==> src/rtl/inst_fetch_if.sv <==
// rtl/inst_fetch_if.sv - fetch unit bus bundle: redirect, instruction memory and core handover
interface inst_fetch_if;
  logic        redirect_valid;
  logic [31:0] redirect_pc;
  logic        imem_req;
  logic [31:0] imem_addr;
  logic        imem_gnt;
  logic        imem_rvalid;
  logic [31:0] imem_rdata;
  logic        inst_valid;
  logic [31:0] inst;
  logic [31:0] inst_pc;
  logic        inst_misalign;
  logic        inst_ready;
  logic [31:0] fetch_count;

  // fetch unit side
  modport master (
    input  redirect_valid, redirect_pc, imem_gnt, imem_rvalid, imem_rdata, inst_ready,
    output imem_req, imem_addr, inst_valid, inst, inst_pc, inst_misalign, fetch_count
  );

  // core / memory side
  modport slave (
    output redirect_valid, redirect_pc, imem_gnt, imem_rvalid, imem_rdata, inst_ready,
    input  imem_req, imem_addr, inst_valid, inst, inst_pc, inst_misalign, fetch_count
  );
endinterface

==> src/rtl/inst_fetch.sv <==
// rtl/inst_fetch.sv - single-outstanding instruction fetch unit with redirect and misalignment fault
module inst_fetch #(
  parameter logic [31:0] RESET_PC = 32'h80000000,
  parameter logic [31:0] NOP_INST = 32'h00000013
) (
  input  logic      clk,
  input  logic      rst,
  inst_fetch_if.master bus
);

  // REQ: issuing, WAIT: granted awaiting data, HOLD: presenting, DROP: discarding a stale response
  typedef enum logic [1:0] {S_REQ, S_WAIT, S_HOLD, S_DROP} state_t;

  state_t      state;
  state_t      state_nxt;
  logic [31:0] fetch_pc;
  logic        inst_valid_q;
  logic [31:0] inst_q;
  logic [31:0] inst_pc_q;
  logic        inst_misalign_q;
  logic [31:0] fetch_count_q;
  logic        aligned;

  assign aligned = (fetch_pc[1:0] == 2'b00);

  // state register
  always_ff @(posedge clk or posedge rst) begin
    if (rst) state <= S_REQ;
    else     state <= state_nxt;
  end

  // next-state: redirect has priority; a granted-but-redirected request must have its data dropped
  always_comb begin
    state_nxt = state;
    case (state)
      S_REQ: begin
        if (bus.redirect_valid)  state_nxt = (aligned && bus.imem_gnt) ? S_DROP : S_REQ;
        else if (!aligned)       state_nxt = S_HOLD;
        else if (bus.imem_gnt)   state_nxt = S_WAIT;
      end
      S_WAIT: begin
        if (bus.redirect_valid)  state_nxt = bus.imem_rvalid ? S_REQ : S_DROP;
        else if (bus.imem_rvalid) state_nxt = S_HOLD;
      end
      S_HOLD: begin
        if (bus.inst_ready || bus.redirect_valid) state_nxt = S_REQ;
      end
      S_DROP: begin
        if (bus.imem_rvalid) state_nxt = S_REQ;
      end
      default: state_nxt = S_REQ;
    endcase
  end

  // memory request: only from REQ with an aligned pc; address always tracks fetch_pc
  always_comb begin
    bus.imem_req  = !rst && (state == S_REQ) && aligned;
    bus.imem_addr = fetch_pc;
  end

  // fetch pc, presented instruction and handover counter
  always_ff @(posedge clk or posedge rst) begin
    if (rst) begin
      fetch_pc        <= RESET_PC;
      inst_valid_q    <= 1'b0;
      inst_q          <= 32'h0;
      inst_pc_q       <= 32'h0;
      inst_misalign_q <= 1'b0;
      fetch_count_q   <= 32'h0;
    end else begin
      case (state)
        S_REQ: begin
          if (bus.redirect_valid) begin
            fetch_pc <= bus.redirect_pc;
          end else if (!aligned) begin
            inst_valid_q    <= 1'b1;
            inst_q          <= NOP_INST;
            inst_pc_q       <= fetch_pc;
            inst_misalign_q <= 1'b1;
          end
        end
        S_WAIT: begin
          if (bus.redirect_valid) begin
            fetch_pc <= bus.redirect_pc;
          end else if (bus.imem_rvalid) begin
            inst_valid_q    <= 1'b1;
            inst_q          <= bus.imem_rdata;
            inst_pc_q       <= fetch_pc;
            inst_misalign_q <= 1'b0;
          end
        end
        S_HOLD: begin
          if (bus.inst_ready) begin
            inst_valid_q  <= 1'b0;
            fetch_count_q <= fetch_count_q + 32'd1;
            fetch_pc      <= bus.redirect_valid ? bus.redirect_pc : fetch_pc + 32'd4;
          end else if (bus.redirect_valid) begin
            inst_valid_q <= 1'b0;
            fetch_pc     <= bus.redirect_pc;
          end
        end
        S_DROP: begin
          if (bus.redirect_valid) fetch_pc <= bus.redirect_pc;
        end
        default: ;
      endcase
    end
  end

  assign bus.inst_valid    = inst_valid_q;
  assign bus.inst          = inst_q;
  assign bus.inst_pc       = inst_pc_q;
  assign bus.inst_misalign = inst_misalign_q;
  assign bus.fetch_count   = fetch_count_q;

endmodule

==> src/flat_wrapper.sv <==
// flat-port wrapper written by rule: the top's interface ports become plain ports
module inst_fetch_flat 
#(
  parameter logic [31:0] RESET_PC = 32'h80000000,
  parameter logic [31:0] NOP_INST = 32'h00000013
)
  (clk, rst, bus_redirect_valid, bus_redirect_pc, bus_imem_gnt, bus_imem_rvalid, bus_imem_rdata, bus_inst_ready, bus_imem_req, bus_imem_addr, bus_inst_valid, bus_inst, bus_inst_pc, bus_inst_misalign, bus_fetch_count);
  inst_fetch_if bus_i ();
  input  logic clk;
  input  logic rst;
  input wire logic [$bits(bus_i.redirect_valid)-1:0] bus_redirect_valid;
  input wire logic [$bits(bus_i.redirect_pc)-1:0] bus_redirect_pc;
  input wire logic [$bits(bus_i.imem_gnt)-1:0] bus_imem_gnt;
  input wire logic [$bits(bus_i.imem_rvalid)-1:0] bus_imem_rvalid;
  input wire logic [$bits(bus_i.imem_rdata)-1:0] bus_imem_rdata;
  input wire logic [$bits(bus_i.inst_ready)-1:0] bus_inst_ready;
  output wire logic [$bits(bus_i.imem_req)-1:0] bus_imem_req;
  output wire logic [$bits(bus_i.imem_addr)-1:0] bus_imem_addr;
  output wire logic [$bits(bus_i.inst_valid)-1:0] bus_inst_valid;
  output wire logic [$bits(bus_i.inst)-1:0] bus_inst;
  output wire logic [$bits(bus_i.inst_pc)-1:0] bus_inst_pc;
  output wire logic [$bits(bus_i.inst_misalign)-1:0] bus_inst_misalign;
  output wire logic [$bits(bus_i.fetch_count)-1:0] bus_fetch_count;
  assign bus_i.redirect_valid = bus_redirect_valid;
  assign bus_i.redirect_pc = bus_redirect_pc;
  assign bus_i.imem_gnt = bus_imem_gnt;
  assign bus_i.imem_rvalid = bus_imem_rvalid;
  assign bus_i.imem_rdata = bus_imem_rdata;
  assign bus_i.inst_ready = bus_inst_ready;
  assign bus_imem_req = bus_i.imem_req;
  assign bus_imem_addr = bus_i.imem_addr;
  assign bus_inst_valid = bus_i.inst_valid;
  assign bus_inst = bus_i.inst;
  assign bus_inst_pc = bus_i.inst_pc;
  assign bus_inst_misalign = bus_i.inst_misalign;
  assign bus_fetch_count = bus_i.fetch_count;
  inst_fetch #(.RESET_PC(RESET_PC), .NOP_INST(NOP_INST)) u_core (.clk(clk), .rst(rst), .bus(bus_i));
endmodule
==> config.mk <==
export PLATFORM = sky130hd
export DESIGN_NAME = inst_fetch_flat
export DESIGN_NICKNAME = d
export VERILOG_FILES = /design/src/rtl/inst_fetch_if.sv /design/src/rtl/inst_fetch.sv /design/src/flat_wrapper.sv
export SDC_FILE = /design/constraint.sdc
export NUM_CORES = 1
export LEC_CHECK = 0
export ABC_AREA = 1
export BUFFER_PORTS_ARGS = -buffer_cell sky130_fd_sc_hd__clkbuf_2
export CAP_MARGIN = 20
export CORE_ASPECT_RATIO = 1.4
export CORE_MARGIN = 1.5
export CORE_UTILIZATION = 48
export DETAILED_ROUTE_END_ITERATION = 6
export PLACE_DENSITY = 0.86
export SYNTH_ARGS = -nofsm -noshare
export SYNTH_HDL_FRONTEND = slang
export SYNTH_SLANG_ARGS = --single-unit
==> constraint.sdc <==
create_clock -name clk -period 5.12 [get_ports clk]
set_clock_uncertainty 0.05 [all_clocks]
set_input_delay 0.512 -clock clk [delete_from_list [all_inputs] [get_ports clk]]
set_output_delay 0.512 -clock clk [all_outputs]
set_load 0.01 [all_outputs]
### After elaboration in Yosys (flattened, before gate mapping)

Cells that the tools add are included.

| cells by class | value |
|---|---|
| add/sub/neg operators | 2 |
| equal/unequal tests | 12 |
| muxes and demuxes | 34 |
| reductions and logical operators | 14 |

Operators by type and width:

| kind | number |
|---|---|
| $mux W32 | 11 |
| $pmux W32 S2 | 3 |
| $add A32 B1 Y32 const B | 1 |
| $add A32 B3 Y32 const B | 1 |
| $mux W2 | 9 |
| $ne A2 B2 Y1 const B | 5 |
| $mux W1 | 8 |
| $pmux W2 S4 | 1 |
| $ne A3 B3 Y1 const B | 2 |
| $reduce_and A6 Y1 | 1 |
| $reduce_and A5 Y1 | 1 |
| $eq A2 B2 Y1 const B | 2 |
| $logic_not A2 Y1 | 2 |
| $ne A4 B4 Y1 const B | 1 |
| $reduce_and A4 Y1 | 1 |
| $logic_and A1 B1 Y1 | 3 |
| $pmux W1 S3 | 1 |
| $reduce_bool A3 Y1 | 1 |
| $reduce_or A3 Y1 | 1 |
| $eq A2 B1 Y1 const B | 1 |
| $ne A2 B1 Y1 const B | 1 |
| $pmux W1 S2 | 1 |
| $reduce_and A2 Y1 | 1 |
| $reduce_bool A2 Y1 | 1 |
| other kinds (2) | 2 |

| storage, ports and cells | value |
|---|---|
| bits in registers | 132 |
| input port bits | 70 |
| output and inout port bits | 131 |
| logic and storage cells | 69 |

### Logic depth before layout (Yosys ltp)

| logic depth | value |
|---|---|
| depth after elaboration | 5 |
| gate-level depth with buffers | 11 |

### Worst setup path before layout

Ideal clock, no wire load.

| path | value |
|---|---|
| path kind | flip-flop to flip-flop |
| start | register u_core.fetch_pc[2], in the netlist u_core.bus.imem_addr[2] |
| end | register u_core.fetch_pc[22], in the netlist u_core.bus.imem_addr[22] |
| library setup time | 0.125 ns |
| arrival | 1.494 ns |
| required time | 4.945 ns |
| slack | 3.452 ns |
| stages on the path, launching flop included | 9 |
| period minus slack after synthesis | 1.668 ns |
| cells stage by stage | dfrtp_1 > ha_1 > nand3_1 > nor2_1 > nand4_1 > nor2_1 > nand3_1 > nand2_1 > nand3_1 |

| on the way | value |
|---|---|
| word-level cells in the longest chain between the ends | 4 |

Ends and longest elaborated chain:

| what | RTL line | text |
|---|---|---|
| from (decl) | inst_fetch.sv:16 | `logic [31:0] fetch_pc;` |
| from (signal assigned) | inst_fetch.sv:74 | `fetch_pc <= bus.redirect_pc;` |
| from (signal assigned) | inst_fetch.sv:84 | `fetch_pc <= bus.redirect_pc;` |
| from (signal assigned) | inst_fetch.sv:96 | `fetch_pc <= bus.redirect_valid ? bus.redirect_pc : fetch_pc + 32'd4;` |
| $add A32 B3 Y32 | inst_fetch.sv:96 |  |
| $mux W32 | inst_fetch.sv:96 |  |
| $mux W32 | inst_fetch.sv:93 | `if (bus.inst_ready) begin` |
| $pmux W32 S2 | inst_fetch.sv:71 | `case (state)` |

No other way between the ends.
A chain may end at the register's enable or synchronous reset.

### Worst setup path after layout

| path | value |
|---|---|
| start | register u_core.state[1] |
| end | register u_core.inst_pc_q[28], in the netlist u_core.bus.inst_pc[28] |

| on the way | value |
|---|---|
| word-level cells in the longest chain between the ends | 3 |
| elaborated cells on any way between the ends | 9 |

Ends and longest elaborated chain:

| what | RTL line | text |
|---|---|---|
| from (decl) | inst_fetch.sv:14 | `state_t state;` |
| from (signal assigned) | inst_fetch.sv:29 | `else state <= state_nxt;` |
| $eq A2 B1 Y1 or $logic_not A2 Y1 (tied branches) | inst_fetch.sv:71 |  |
| $ne A2 B2 Y1 (no source line) or $reduce_bool A2 Y1 (tied branches) | - |  |
| $reduce_and A5 Y1 (no source line) | - |  |
| to (signal assigned) | inst_fetch.sv:78 | `inst_pc_q <= fetch_pc;` |
| to (signal assigned) | inst_fetch.sv:88 | `inst_pc_q <= fetch_pc;` |
| to (decl) | inst_fetch.sv:19 | `logic [31:0] inst_pc_q;` |

Parallel ways exist; a longest one is shown, timed or not.

==> impl_metrics.yaml <==
cells_and_area:
  drive_gt1_share_pct: 23.15
  nets: 1156
  utilization_pct: 62.06
  fillCellCount: 1229
  final_common_cell: "nand2_1"
  layout_common_cells: "297 x nand2_1, 200 x clkbuf_2, 131 x dfrtp_1, 97 x nor2_1, 84 x inv_1"
  multi_input_area_um2: 2856
  syn_to_final_growth_pct: 25.41
  regArea_um2: 3304
  diodes: 0
pwr:
  pwr-share-comb_pct: 29.3
  pwr-share-clk_pct: 30.8
  power_density_nw_per_um2: 465.5
  p_sw_uw: 1476
  seqPwrFrac_pct: 39.9
  p_leak_uw: 0.004505
  intPower_uw: 2427
  swShare_pct: 37.81
  peakVddDrop_mv: 0.2512
timing:
  max_freq_mhz: 358.9
  setup_tns_ns: 0
  layout_min_cycle_time_ns: 2.787
  layout_worst_path_cycle_share_pct: 54.42
  worstMarginPinSlew_ns: 0.6640
  final-setup-viol-count: 0
  hold_viol: 0
  rsz0062_at_grt: "no"
  maxSlewViolCount: 0
  relSlewSlack_pct: 55.67
clocking:
  numCtsBuffers: 17
  cts_setup_buffers: 0
  cts.path.max_buffers: 2
  clk_pin_slew_ns: 0.06
  clock-sinks: 132
  tritoncts: "built"
  cts_root_buffer: "clkbuf_16"
  clk_latency_ns: 0.42
  cts-resized-gates: 0
  htree_levels: 4
  hold_buffers: 0
drt:
  vias_per_cell: 5.217
  first_pass_iters: 6
  drt_iter0_markers: 434
  drc: 0
  routedWlPerCell_um: 14.89
  wl_mm: 19.04
  num_vias: 6672
  route.antenna.remaining_nets: 0
yosys:
  yosysSeqAreaShare_pct: 49.42
  synth_warnings: 0
  yosys.area.top_type_share_pct: 49.03
  synth_cell_type_count: 33
  synth_area_leaders: "dfrtp_1 49%, nand2_1 17%, nand3_1 5.9%"
  synth_cells: 888
  netlist_area_um2: 6686
  yosys.area.top_type: "dfrtp_1"
  syn_nets: 960
  synth_seq_cells: 132
  avgSynthCellArea_um2: 7.530
die:
  die_h_um: 142.7
  die_width_um: 102.8
  fp.coreArea_um2: 13510
  rows: 50
  dieArea_um2: 14660
  initial_core_util_pct: 49.48
  ios: 201
placement:
  hpwl_mm: 13.64
  io_buffers: 200
  gp_congestion: 0.9684
critical_path:
  cpMaxStageDelayCell: "dfrtp_1"
  path_cells: "nor2_2, buf_4, nand2_1, nand2_1, nor3_4, inv_2, buf_4, nand2_1, o21ai_1"
  start_kind: "flop"
  critPathMostFrequentCell: "nand2_1"
  worstReg2RegEnd: "u_core.bus.inst_pc[28]"
  end_kind: "flop"
  worstReg2RegStart: "u_core.state[1]"
  rr_worst_depth: 9
  required_ns: 5.37
  worstPathArrival_ns: 3.03
  path_max_fanout: 38
  r2r_slack_ns: 2.33
  crit_type: "reg2reg"
  crit_end: "u_core.bus.inst_pc[28]"
  crit_start: "u_core.state[1]"
  max_stage_delay_ns: 0.57
hold_path:
  min_path_type: "in2async"
global_routing:
  overflow: 0
  grt_util_all_layers_pct: 26.31
  grt_pass1_wl_mm: 29.84
  antenna_found_initial: 0
  grt_max_degree: 53
  first_global_vias: 6430
outcome:
  status: "completed"
flow_run:
  drv_cap: 0
-- worst min-delay path by stage --
| stage | start | end | slack [ns] | cells after the start |
|---|---|---|---|---|
| global route | rst | u_core.bus.inst[5] | 0.18 | 2 |
| global placement | u_core.bus.inst_pc[8] | u_core.bus.inst_pc[8] | 0.41 | 2 |
| finish | rst | u_core.bus.inst[2] | 0.13 | 2 |
| floorplan | u_core.bus.inst[0] | u_core.bus.inst[0] | 0.46 | 2 |
| detailed placement | u_core.bus.inst_pc[10] | u_core.bus.inst_pc[10] | 0.41 | 2 |
| CTS | rst | u_core.bus.inst[5] | 0.16 | 2 |
-- logic make-up after synthesis --
logic type,share of synthesized area [%]
simple gates,32.26
flops,49.42
buf+inv,7.859
compound gates,6.811
xor+xnor,3.275
fa+ha+maj,0.3742
-- cells in the mapped netlist (all sizes together) --
cell type and instances:
o31ai 2, clkbuf 10, nor3b 3, dfstp 1
nor4 3, clkinv 1, ha 2, nand3b 3
nand2 297, xor2 19, dfrtp 131, a21oi 10
xnor2 6, o21ai 68, a22oi 2, o21bai 1
inv 93, or2 1, nand3 80, o211ai 2
buf 20, nor2 99, a31oi 2, nand4 9
nor3 23
-- state kept, by name, indices dropped and copies added, names as in the netlist --
name,flops
u_core.bus.fetch_count,32
u_core.bus.imem_addr,32
u_core.bus.inst,32
u_core.bus.inst_valid,1
u_core.bus.inst_misalign,1
u_core.bus.inst_pc,32
u_core.state,2
-- critical path, delay by kind of cell (launching register included) --
kind	cells	cell delay [ns]
flip-flops	1	0.57
AND/OR/NAND/NOR	5	0.91
AO/OA/AOI/OAI	1	0.07
buffers and inverters	3	1.04
-- per-stage QoR --
stage                     hold WS [ns]  worst slack [ns]  cells  cell area, µm²  total power [µW]
final                           0.1265             2.333   1279            8386              3903
after global routing            0.1801             2.063   1279            8386              4139
after CTS                       0.1577             1.681   1278            8371              3908
after detailed placement        0.4091             1.688   1246            7790              2696
after global placement          0.4077             1.847   1246            7790              2658
after floorplan                 0.4557             1.034    888            6686              2237
-- per-layer routing --
layer | routed length [µm] | vias up | global-route usage [%] | part of all wire, %
met4 | 670 | 0 | 13.58 | 3.5
met1 | 7114 | 3090 | 27.97 | 37
li1 | - | 3207 | - | -
met5 | 0 | - | 0 | 0
met2 | 9567 | 320 | 46.50 | 50
met3 | 1692 | 55 | 7.685 | 8.9
-- power by group through the flow --
stage	clock, µW	combinational, µW	sequential (µW)
floorplan	0	598	1640
global placement	0	1100	1560
detailed placement	0	1130	1560
CTS	1210	1140	1550
global route	1260	1290	1590
finish	1200	1140	1560
-- final cells by class --
type / instances / area share [%]
Multi-Input combinational cell: 632 / 34.06
Clock buffer: 18 / 5.237
Sequential cell: 132 / 39.41
Timing Repair Buffer: 207 / 12.65
Inverter: 94 / 4.238
Tap cell: 182 / 2.716
Clock inverter: 14 / 1.686
No activity file was read; power rests on OpenSTA's default activity.
